==> src/rtl/uart_tx_cfg.sv <==
// uart_tx_cfg: runtime-configurable UART transmitter fed by a small TX FIFO.
// Frame: start, DATA_BITS data (LSB first), optional parity, 1 or 2 stop bits.
// Line outputs are registered one cycle behind the FSM state, so the start bit
// shows two clocks after a push into an empty, idle block.
module uart_tx_cfg #(
  parameter int unsigned DATA_BITS  = 8,
  parameter int unsigned FIFO_DEPTH = 4,
  parameter int unsigned CPB_W      = 16
) (
  input  logic                        i_Clock,
  input  logic                        i_Rst_L,
  input  logic                        i_TX_DV,
  input  logic [DATA_BITS-1:0]        i_TX_Byte,
  output logic                        o_TX_Ready,
  input  logic [CPB_W-1:0]            i_Clks_Per_Bit,
  input  logic                        i_Parity_En,
  input  logic                        i_Parity_Odd,
  input  logic                        i_Two_Stop,
  output logic                        o_TX_Serial,
  output logic                        o_TX_Active,
  output logic                        o_TX_Done,
  output logic [$clog2(FIFO_DEPTH):0] o_FIFO_Count
);

  localparam int unsigned PtrW = $clog2(FIFO_DEPTH);
  localparam int unsigned CntW = PtrW + 1;
  localparam int unsigned IdxW = $clog2(DATA_BITS);

  typedef enum logic [2:0] {StIdle, StStart, StData, StParity, StStop} state_e;

  state_e               state_q, state_d;
  logic [DATA_BITS-1:0] mem_q [FIFO_DEPTH];
  logic [PtrW-1:0]      wr_ptr_q, wr_ptr_d, rd_ptr_q, rd_ptr_d;
  logic [CntW-1:0]      count_q, count_d;
  logic                 ready_q, ready_d;
  logic [CPB_W-1:0]     cnt_q, cnt_d, cpb_q, cpb_d;
  logic [IdxW-1:0]      idx_q, idx_d;
  logic                 stop_idx_q, stop_idx_d;
  logic [DATA_BITS-1:0] shift_q, shift_d;
  logic                 par_en_q, par_en_d, par_bit_q, par_bit_d, two_stop_q, two_stop_d;
  logic                 serial_q, serial_d, active_q, active_d, done_q, done_d;

  logic                 push, pop, bit_end, fifo_nonempty;
  logic [CPB_W-1:0]     cpb_in;
  logic [DATA_BITS-1:0] head;

  assign push          = i_TX_DV && ready_q;
  assign fifo_nonempty = (count_q != '0);
  assign head          = mem_q[rd_ptr_q];
  assign bit_end       = (cnt_q == cpb_q - CPB_W'(1));
  // Divisors below 2 would leave no room for a counted bit period.
  assign cpb_in        = (i_Clks_Per_Bit < CPB_W'(2)) ? CPB_W'(2) : i_Clks_Per_Bit;

  // FIFO pointer and occupancy next-state.
  always_comb begin
    wr_ptr_d = wr_ptr_q;
    rd_ptr_d = rd_ptr_q;
    count_d  = count_q;
    if (push) wr_ptr_d = wr_ptr_q + PtrW'(1);
    if (pop)  rd_ptr_d = rd_ptr_q + PtrW'(1);
    if (push && !pop)      count_d = count_q + CntW'(1);
    else if (!push && pop) count_d = count_q - CntW'(1);
    ready_d = (count_d < CntW'(FIFO_DEPTH));
  end

  // Frame sequencing; a pop latches the head byte and the frame's config.
  always_comb begin
    state_d    = state_q;
    cnt_d      = bit_end ? '0 : cnt_q + CPB_W'(1);
    idx_d      = idx_q;
    stop_idx_d = stop_idx_q;
    shift_d    = shift_q;
    cpb_d      = cpb_q;
    par_en_d   = par_en_q;
    par_bit_d  = par_bit_q;
    two_stop_d = two_stop_q;
    done_d     = 1'b0;
    pop        = 1'b0;
    unique case (state_q)
      StIdle: begin
        cnt_d = '0;
        pop   = fifo_nonempty;
      end
      StStart: begin
        if (bit_end) begin
          state_d = StData;
          idx_d   = '0;
        end
      end
      StData: begin
        if (bit_end) begin
          shift_d = shift_q >> 1;
          idx_d   = idx_q + IdxW'(1);
          if (idx_q == IdxW'(DATA_BITS - 1)) state_d = par_en_q ? StParity : StStop;
        end
      end
      StParity: begin
        if (bit_end) state_d = StStop;
      end
      StStop: begin
        if (bit_end) begin
          if (two_stop_q && !stop_idx_q) begin
            stop_idx_d = 1'b1;
          end else begin
            done_d = 1'b1;
            // Chain straight into the next start bit when more data waits.
            if (fifo_nonempty) pop = 1'b1;
            else               state_d = StIdle;
          end
        end
      end
      default: state_d = StIdle;
    endcase
    if (pop) begin
      state_d    = StStart;
      cnt_d      = '0;
      stop_idx_d = 1'b0;
      shift_d    = head;
      cpb_d      = cpb_in;
      par_en_d   = i_Parity_En;
      par_bit_d  = (^head) ^ i_Parity_Odd;
      two_stop_d = i_Two_Stop;
    end
  end

  // Line level and activity follow the current state, one clock later.
  always_comb begin
    serial_d = 1'b1;
    case (state_q)
      StStart:  serial_d = 1'b0;
      StData:   serial_d = shift_q[0];
      StParity: serial_d = par_bit_q;
      default:  serial_d = 1'b1;
    endcase
    active_d = (state_q != StIdle);
  end

  // FIFO storage; contents need no reset since the count gates every read.
  always_ff @(posedge i_Clock) begin
    if (push) mem_q[wr_ptr_q] <= i_TX_Byte;
  end

  // All state and registered outputs.
  always_ff @(posedge i_Clock or negedge i_Rst_L) begin
    if (!i_Rst_L) begin
      state_q    <= StIdle;
      wr_ptr_q   <= '0;
      rd_ptr_q   <= '0;
      count_q    <= '0;
      ready_q    <= 1'b1;
      cnt_q      <= '0;
      cpb_q      <= CPB_W'(2);
      idx_q      <= '0;
      stop_idx_q <= 1'b0;
      shift_q    <= '0;
      par_en_q   <= 1'b0;
      par_bit_q  <= 1'b0;
      two_stop_q <= 1'b0;
      serial_q   <= 1'b1;
      active_q   <= 1'b0;
      done_q     <= 1'b0;
    end else begin
      state_q    <= state_d;
      wr_ptr_q   <= wr_ptr_d;
      rd_ptr_q   <= rd_ptr_d;
      count_q    <= count_d;
      ready_q    <= ready_d;
      cnt_q      <= cnt_d;
      cpb_q      <= cpb_d;
      idx_q      <= idx_d;
      stop_idx_q <= stop_idx_d;
      shift_q    <= shift_d;
      par_en_q   <= par_en_d;
      par_bit_q  <= par_bit_d;
      two_stop_q <= two_stop_d;
      serial_q   <= serial_d;
      active_q   <= active_d;
      done_q     <= done_d;
    end
  end

  assign o_TX_Serial  = serial_q;
  assign o_TX_Active  = active_q;
  assign o_TX_Done    = done_q;
  assign o_TX_Ready   = ready_q;
  assign o_FIFO_Count = count_q;

endmodule
==> config.mk <==
export PLATFORM = sky130hd
export DESIGN_NAME = uart_tx_cfg
export DESIGN_NICKNAME = d
export VERILOG_FILES = /design/src/rtl/uart_tx_cfg.sv
export SDC_FILE = /design/constraint.sdc
export NUM_CORES = 1
export LEC_CHECK = 0
export CAP_MARGIN = 20
export CORE_MARGIN = 2
export CORE_UTILIZATION = 58
export CTS_CLUSTER_DIAMETER = 150
export DETAILED_ROUTE_END_ITERATION = 6
export HOLD_SLACK_MARGIN = 0.15
export PLACE_DENSITY = 0.79
export SLEW_MARGIN = 20
export SYNTH_ARGS = -nofsm -noshare
export SYNTH_HDL_FRONTEND = slang
export SYNTH_SLANG_ARGS = --single-unit
export TNS_END_PERCENT = 20
==> constraint.sdc <==
create_clock -name i_Clock -period 4.4 [get_ports i_Clock]
set_input_delay 0.88 -clock i_Clock [delete_from_list [all_inputs] [get_ports i_Clock]]
set_output_delay 0.88 -clock i_Clock [all_outputs]
set_load 0.005 [all_outputs]
==> reports/metrics.yaml, run 1 <==
synth_edf_count: 32
cp.depth: 12
ys_types: 55
die_area_um2: 8910
row_count: 32
max_stage_delay_ns: 0.64
dp_hpwl_um: 6570
synth-seq-cells: 93
layout.nets: 490
root_buffer: "clkbuf_8"
final_antenna_net_count: 0
place_area_um2: 5160
drtIter0Drc: 206
mostFrequentLayoutCells: "dfrtp_1, nand2_1, clkdlybuf4s50_1"
wl_per_cell_um: 16.4
grt_max_degree: 62
synth_area_per_cell_um2: 11.5
slowest_stage: "nor4b_1"
maxCapViolCount: 0
timing.fmax_mhz: 251
syn_area_um2: 4740
place.port_buffers: 36
num_vias: 3194
crit_required_ns: 4.66
hold_depth: 2
post-route-min-period_ns: 3.99
final_common_cell: "dfrtp_1"
dr.pass1.iters: 5
cts_resized: 0
tightest_slew_ns: 0.757
drv_slew: 0
finalCritPeriodShare_pct: 90.7
skew_ns: 0.0107
viasPerCell: 5.77
path_cells: "inv_1 -> ha_1 -> nor4b_1 -> nand3_1 -> xnor2_1 -> o2111ai_1 -> or4_4 -> or4_4 -> o21ai_4 -> buf_4 -> a211oi_2 -> a211o_1"
async_flop_share_pct: 65.6
final_area_um2: 5360
finalSetupViolCount: 0
cts.reportedPaths.clkPinSlew_ns: 0.10
arrival_ns: 4.25
grt_pass1_vias: 3220
numCtsBuffers: 9
synthCells: 413
antennaDiodeCount: 0
seq_area_frac_synth_pct: 52.5
vdd_drop_max_mv: 0.350
hold_buffers: 0
fillers: 567
critPathLaunchType: "register"
yosysWarnings: 0
status: "completed"
io_pins: 37
die_y_um: 94.4
timing.setup.tns_ns: 0
crit_path_max_fanout: 41
clock_sinks: 93
rsz0062_at_grt: "no"
cts_max_path_buffers: 2
ff2ff_path_depth: 12
synth_nets: 456
critPathMostFrequentCell: "or4_4"
grt.total_usage_pct: 22.3
relSlewSlack_pct: 48.8
leakagePower_nw: 2.10
path_delay_family: "simple AND/OR/NAND/NOR gates"
overflow: 0
cts_tree: "done"
routed_wl_um: 9100
place_congestion: 0.856
drive_gt1_share_pct: 9.96
initial_core_util_pct: 60.7
area_growth_pct: 13.1
power.density_nw_per_um2: 397
antenna_found_initial: 0
die_w_um: 94.4
htreeDepth: 3
worstSkewPairLatency_ns: 0.37
grt_pass1_wl_um: 15300
hp-class: "reg2reg"
path_buf_inv: 2
cts_setup_buffers: 0
fp.coreArea_um2: 7810
crit_type: "reg2reg"
synth_ff_type: "dfrtp_1"
drc: 0
hold_violations: 0
endpoint_kind: "register"
worst reg2reg max path: cells and delay by family (launching register included):
kind	cells	cell delay (ns)
compound gates	4	0.67
flops	1	0.43
fa+ha+maj	1	0.21
xor+xnor	1	0.25
buf+inv	2	0.50
simple gates	4	1.83
flip-flops by register name, indices dropped and copies added, names as in the netlist, 2 cells and up:
register      count
cnt_q            16
mem_q            32
cpb_q            16
rd_ptr_q          2
idx_q             3
wr_ptr_q          2
state_q           3
shift_q           8
o_FIFO_Count      3
worst paths after layout:
kind / end / from / slack, ns
min: idx_q[2]$_DFFE_PN0P_ / idx_q[2]$_DFFE_PN0P_ / 0.50
min reg2reg: idx_q[2]$_DFFE_PN0P_ / idx_q[2]$_DFFE_PN0P_ / 0.50
max reg2reg: state_q[1]$_DFFE_PN0P_ / cpb_q[0]$_DFFE_PN0P_ / 0.41
max: state_q[1]$_DFFE_PN0P_ / cpb_q[0]$_DFFE_PN0P_ / 0.41
min in group asynchronous: state_q[0]$_DFFE_PN0P_ / i_Rst_L / 0.65
max in group asynchronous: idx_q[2]$_DFFE_PN0P_ / i_Rst_L / 3.22
routing by layer:
layer / up-vias / track usage (%) / wire, um
li1: 1540 / - / -
met1: 1527 / 28.8 / 3900
met2: 103 / 37.6 / 4420
met3: 24 / 3.51 / 493
met4: 0 / 10.0 / 284
met5: - / 0 / 0
logic make-up (layout without fill, tap and decap cells):
group / count (synthesis) / count (layout) / synth area share (%)
adders and majority gates: 14 / 14 / 3.64
DFF: 93 / 93 / 52.5
AOI/OAI and AO/OA: 51 / 51 / 6.94
buffers and inverters: 34 / 73 / 3.35
muxes: 32 / 32 / 9.26
and+or+nand+nor: 143 / 143 / 15.8
xor gates and xnor gates: 46 / 46 / 8.50
where the power goes:
part | switching, mW | internal, mW
clock network | 0.345 | 0.226
logic | 0.215 | 0.222
registers | 0.102 | 1.02
final cells by class:
type	count	area, um2	area share [%]
multi-input combinational	286	2100	39.1
sequential	93	2490	46.5
tap	102	128	2.38
clock inverter	7	76.3	1.42
inverter	18	67.6	1.26
clock buffer	9	124	2.31
timing repair buffer	39	378	7.05
synthesized netlist by cell type, types with 3 or more instances:
cell,instances,area share (%)
nor2_1,30,2.4
dfstp_2,3,1.7
dfrtp_1,58,31
buf_6,3,0.71
nor3_1,7,0.74
nand4_1,4,0.53
mux4_2,8,3.8
ha_1,13,3.4
edfxtp_1,32,20
mux2_1,12,2.9
nand3_1,14,1.5
or4_1,3,0.48
inv_1,18,1.4
nand2b_1,7,0.92
a21oi_1,9,0.95
clkbuf_1,6,0.48
o21ai_0,21,2.2
and3_1,10,1.3
nor4b_1,3,0.55
xnor2_1,30,5.5
or2_2,3,0.40
xor2_1,16,3.0
nand2_1,37,2.9
buf_2,6,0.63
mux2_2,3,0.71
nor4_1,9,1.2
mux2i_1,9,1.9
a31oi_1,3,0.40
stage by stage:
step	util (%)	power, mW	hold slack [ns]	instances	setup WS (ns)
3_3_place_gp	66.1	1.55	0.466	538	0.589
4_1_cts	68.7	2.14	0.498	554	0.434
3_5_place_dp	66.1	1.58	0.475	538	0.449
6_report	68.7	2.13	0.498	554	0.410
2_1_floorplan	-	1.41	0.450	413	0.728
5_1_grt	68.7	2.24	0.531	554	0.0481
No activity file was read; power rests on OpenSTA's default activity.
==> run 2: changes to the inputs <==
- CORE_MARGIN: 2 -> not set
==> run 2 against run 1 <==
  * Sequential power about the same
  * Global-route usage increased by 1.8 points
  * Via count increased by 0.34%
  * Clock-buffer cell count unchanged
  * First-iteration DRC count increased by 2.4%
  * Clock power decreased by 3.7%
  * Cell count unchanged
  * Non-clock buffer count unchanged
  * Largest cell class unchanged
  * Highest routed layer unchanged
==> reports/metrics.yaml, run 2 (synthesis gave the netlist of run 1 again) <==
status: "completed"
largest_reg_flops: 32
fillers: 605
arrival_ns: 4.30
die_y_um: 92.4
path_cells: "inv_1 -> ha_1 -> nand2b_1 -> or4_1 -> o21ai_0 -> o2111ai_1 -> or4_4 -> or4_4 -> o21ai_4 -> buf_4 -> a211oi_2 -> a211o_1"
place.port_buffers: 36
maxCapViolCount: 0
final_antenna_net_count: 0
post-route-min-period_ns: 4.05
finalSetupViolCount: 0
hold_buffers: 0
overflow: 0
die_area_um2: 8540
hold_depth: 2
finalCritPeriodShare_pct: 92.1
critPathMostFrequentCell: "or4_4"
relSlewSlack_pct: 41.9
area_growth_pct: 13.0
power.density_nw_per_um2: 394
timing.fmax_mhz: 247
drc: 0
drive_gt1_share_pct: 10.2
cts.reportedPaths.clkPinSlew_ns: 0.10
hold_violations: 0
critPathLaunchType: "register"
slowest_stage: "or4_4"
rsz0062_at_grt: "no"
layout.nets: 490
wl_per_cell_um: 16.8
max_stage_delay_ns: 0.54
antennaDiodeCount: 0
die_w_um: 92.4
leakagePower_nw: 2.09
grt.total_usage_pct: 24.2
rrSetupSlack_ns: 0.35
root_buffer: "clkbuf_8"
mostFrequentLayoutCells: "dfrtp_1, nand2_1, clkdlybuf4s50_1"
crit_path_max_fanout: 23
crit_type: "reg2reg"
io_pins: 37
row_count: 32
top_register: "mem_q"
grt_pass1_vias: 3293
fp.coreArea_um2: 7810
htreeDepth: 3
place_congestion: 0.894
timing.setup.tns_ns: 0
vdd_drop_max_mv: 0.248
largestRegisters: "mem_q x32, cnt_q x16, cpb_q x16"
dr.pass1.iters: 4
worstSkewPairLatency_ns: 0.36
grt_pass1_wl_um: 15700
antenna_found_initial: 0
crit_required_ns: 4.65
initial_core_util_pct: 60.7
final_common_cell: "dfrtp_1"
numCtsBuffers: 9
grt_max_degree: 41
final_core_util_pct: 68.6
routed_wl_um: 9280
endpoint_kind: "register"
hp-class: "reg2reg"
clock_sinks: 93
drv_slew: 0
tightest_slew_ns: 0.872
skew_ns: 0.00734
dp_hpwl_um: 7080
ff2ff_path_depth: 12
num_vias: 3205
drtIter0Drc: 211
cts_max_path_buffers: 2
cts_tree: "done"
viasPerCell: 5.79
run 2: cell count changes in the layout (fill, tap and decap cells not counted):
cell | previous run | this run
clkinv_4 | 2 | 3
clkinv_8 | 1 | 0
inv_6 | 1 | 2
inv_8 | 3 | 2
nor4b_1 | 3 | 2
nor4b_2 | 0 | 1
run 2: layout make-up:
type / count / area (um2) / share of cell area (%)
Multi-Input combinational cell: 286 / 2100 / 39.3
Timing Repair Buffer: 39 / 378 / 7.05
Clock inverter: 7 / 66.3 / 1.24
Tap cell: 102 / 128 / 2.38
Inverter: 18 / 67.6 / 1.26
Sequential cell: 93 / 2490 / 46.5
Clock buffer: 9 / 124 / 2.31
run 2: final timing paths:
path | startpoint | to
worst min-delay path | idx_q[2]$_DFFE_PN0P_ | idx_q[2]$_DFFE_PN0P_
max in group asynchronous | i_Rst_L | cpb_q[1]$_DFFE_PN1P_
worst max register to register | cpb_q[0]$_DFFE_PN0P_ | state_q[1]$_DFFE_PN0P_
worst min register to register | idx_q[2]$_DFFE_PN0P_ | idx_q[2]$_DFFE_PN0P_
min in group asynchronous | i_Rst_L | cnt_q[2]$_DFF_PN0_
worst max-delay path | cpb_q[0]$_DFFE_PN0P_ | state_q[1]$_DFFE_PN0P_
run 2: worst max-delay path, delay by kind of cell (launching register included):
family	cells	cell delay (ns)
buffers and inverters	2	0.47
and+or+nand+nor	4	1.64
DFF	1	0.43
AOI/OAI and AO/OA	5	1.16
adders and majority gates	1	0.22
run 2: stage by stage:
stage / total power, mW / setup WS [ns] / hold WS (ns) / area, um2 / instances
floorplan: 1.41 / 0.728 / 0.450 / 4740 / 413
global placement: 1.55 / 0.513 / 0.465 / 5160 / 538
detailed placement: 1.58 / 0.398 / 0.478 / 5160 / 538
CTS: 2.13 / 0.361 / 0.501 / 5350 / 554
global route: 2.23 / 0.122 / 0.529 / 5360 / 554
finish: 2.11 / 0.348 / 0.499 / 5360 / 554
run 2: repair_timing:
item	4_1_cts	5_1_grt
buffers inserted	0	0
resized for setup	0	1
endpoints found under the setup margin	0	1
run 2: power by group:
group | internal [mW] | switching (mW)
Sequential | 1.02 | 0.108
Clock | 0.220 | 0.329
Combinational | 0.222 | 0.212
Total | 1.46 | 0.649
run 2: layer usage:
metal / track usage [%] / vias up / routed length, um
met3: 5.09 / 12 / 270
met4: 7.81 / 0 / 144
met5: 0 / - / 0
met1: 29.7 / 1579 / 3960
met2: 42.5 / 67 / 4910
li1: - / 1547 / -
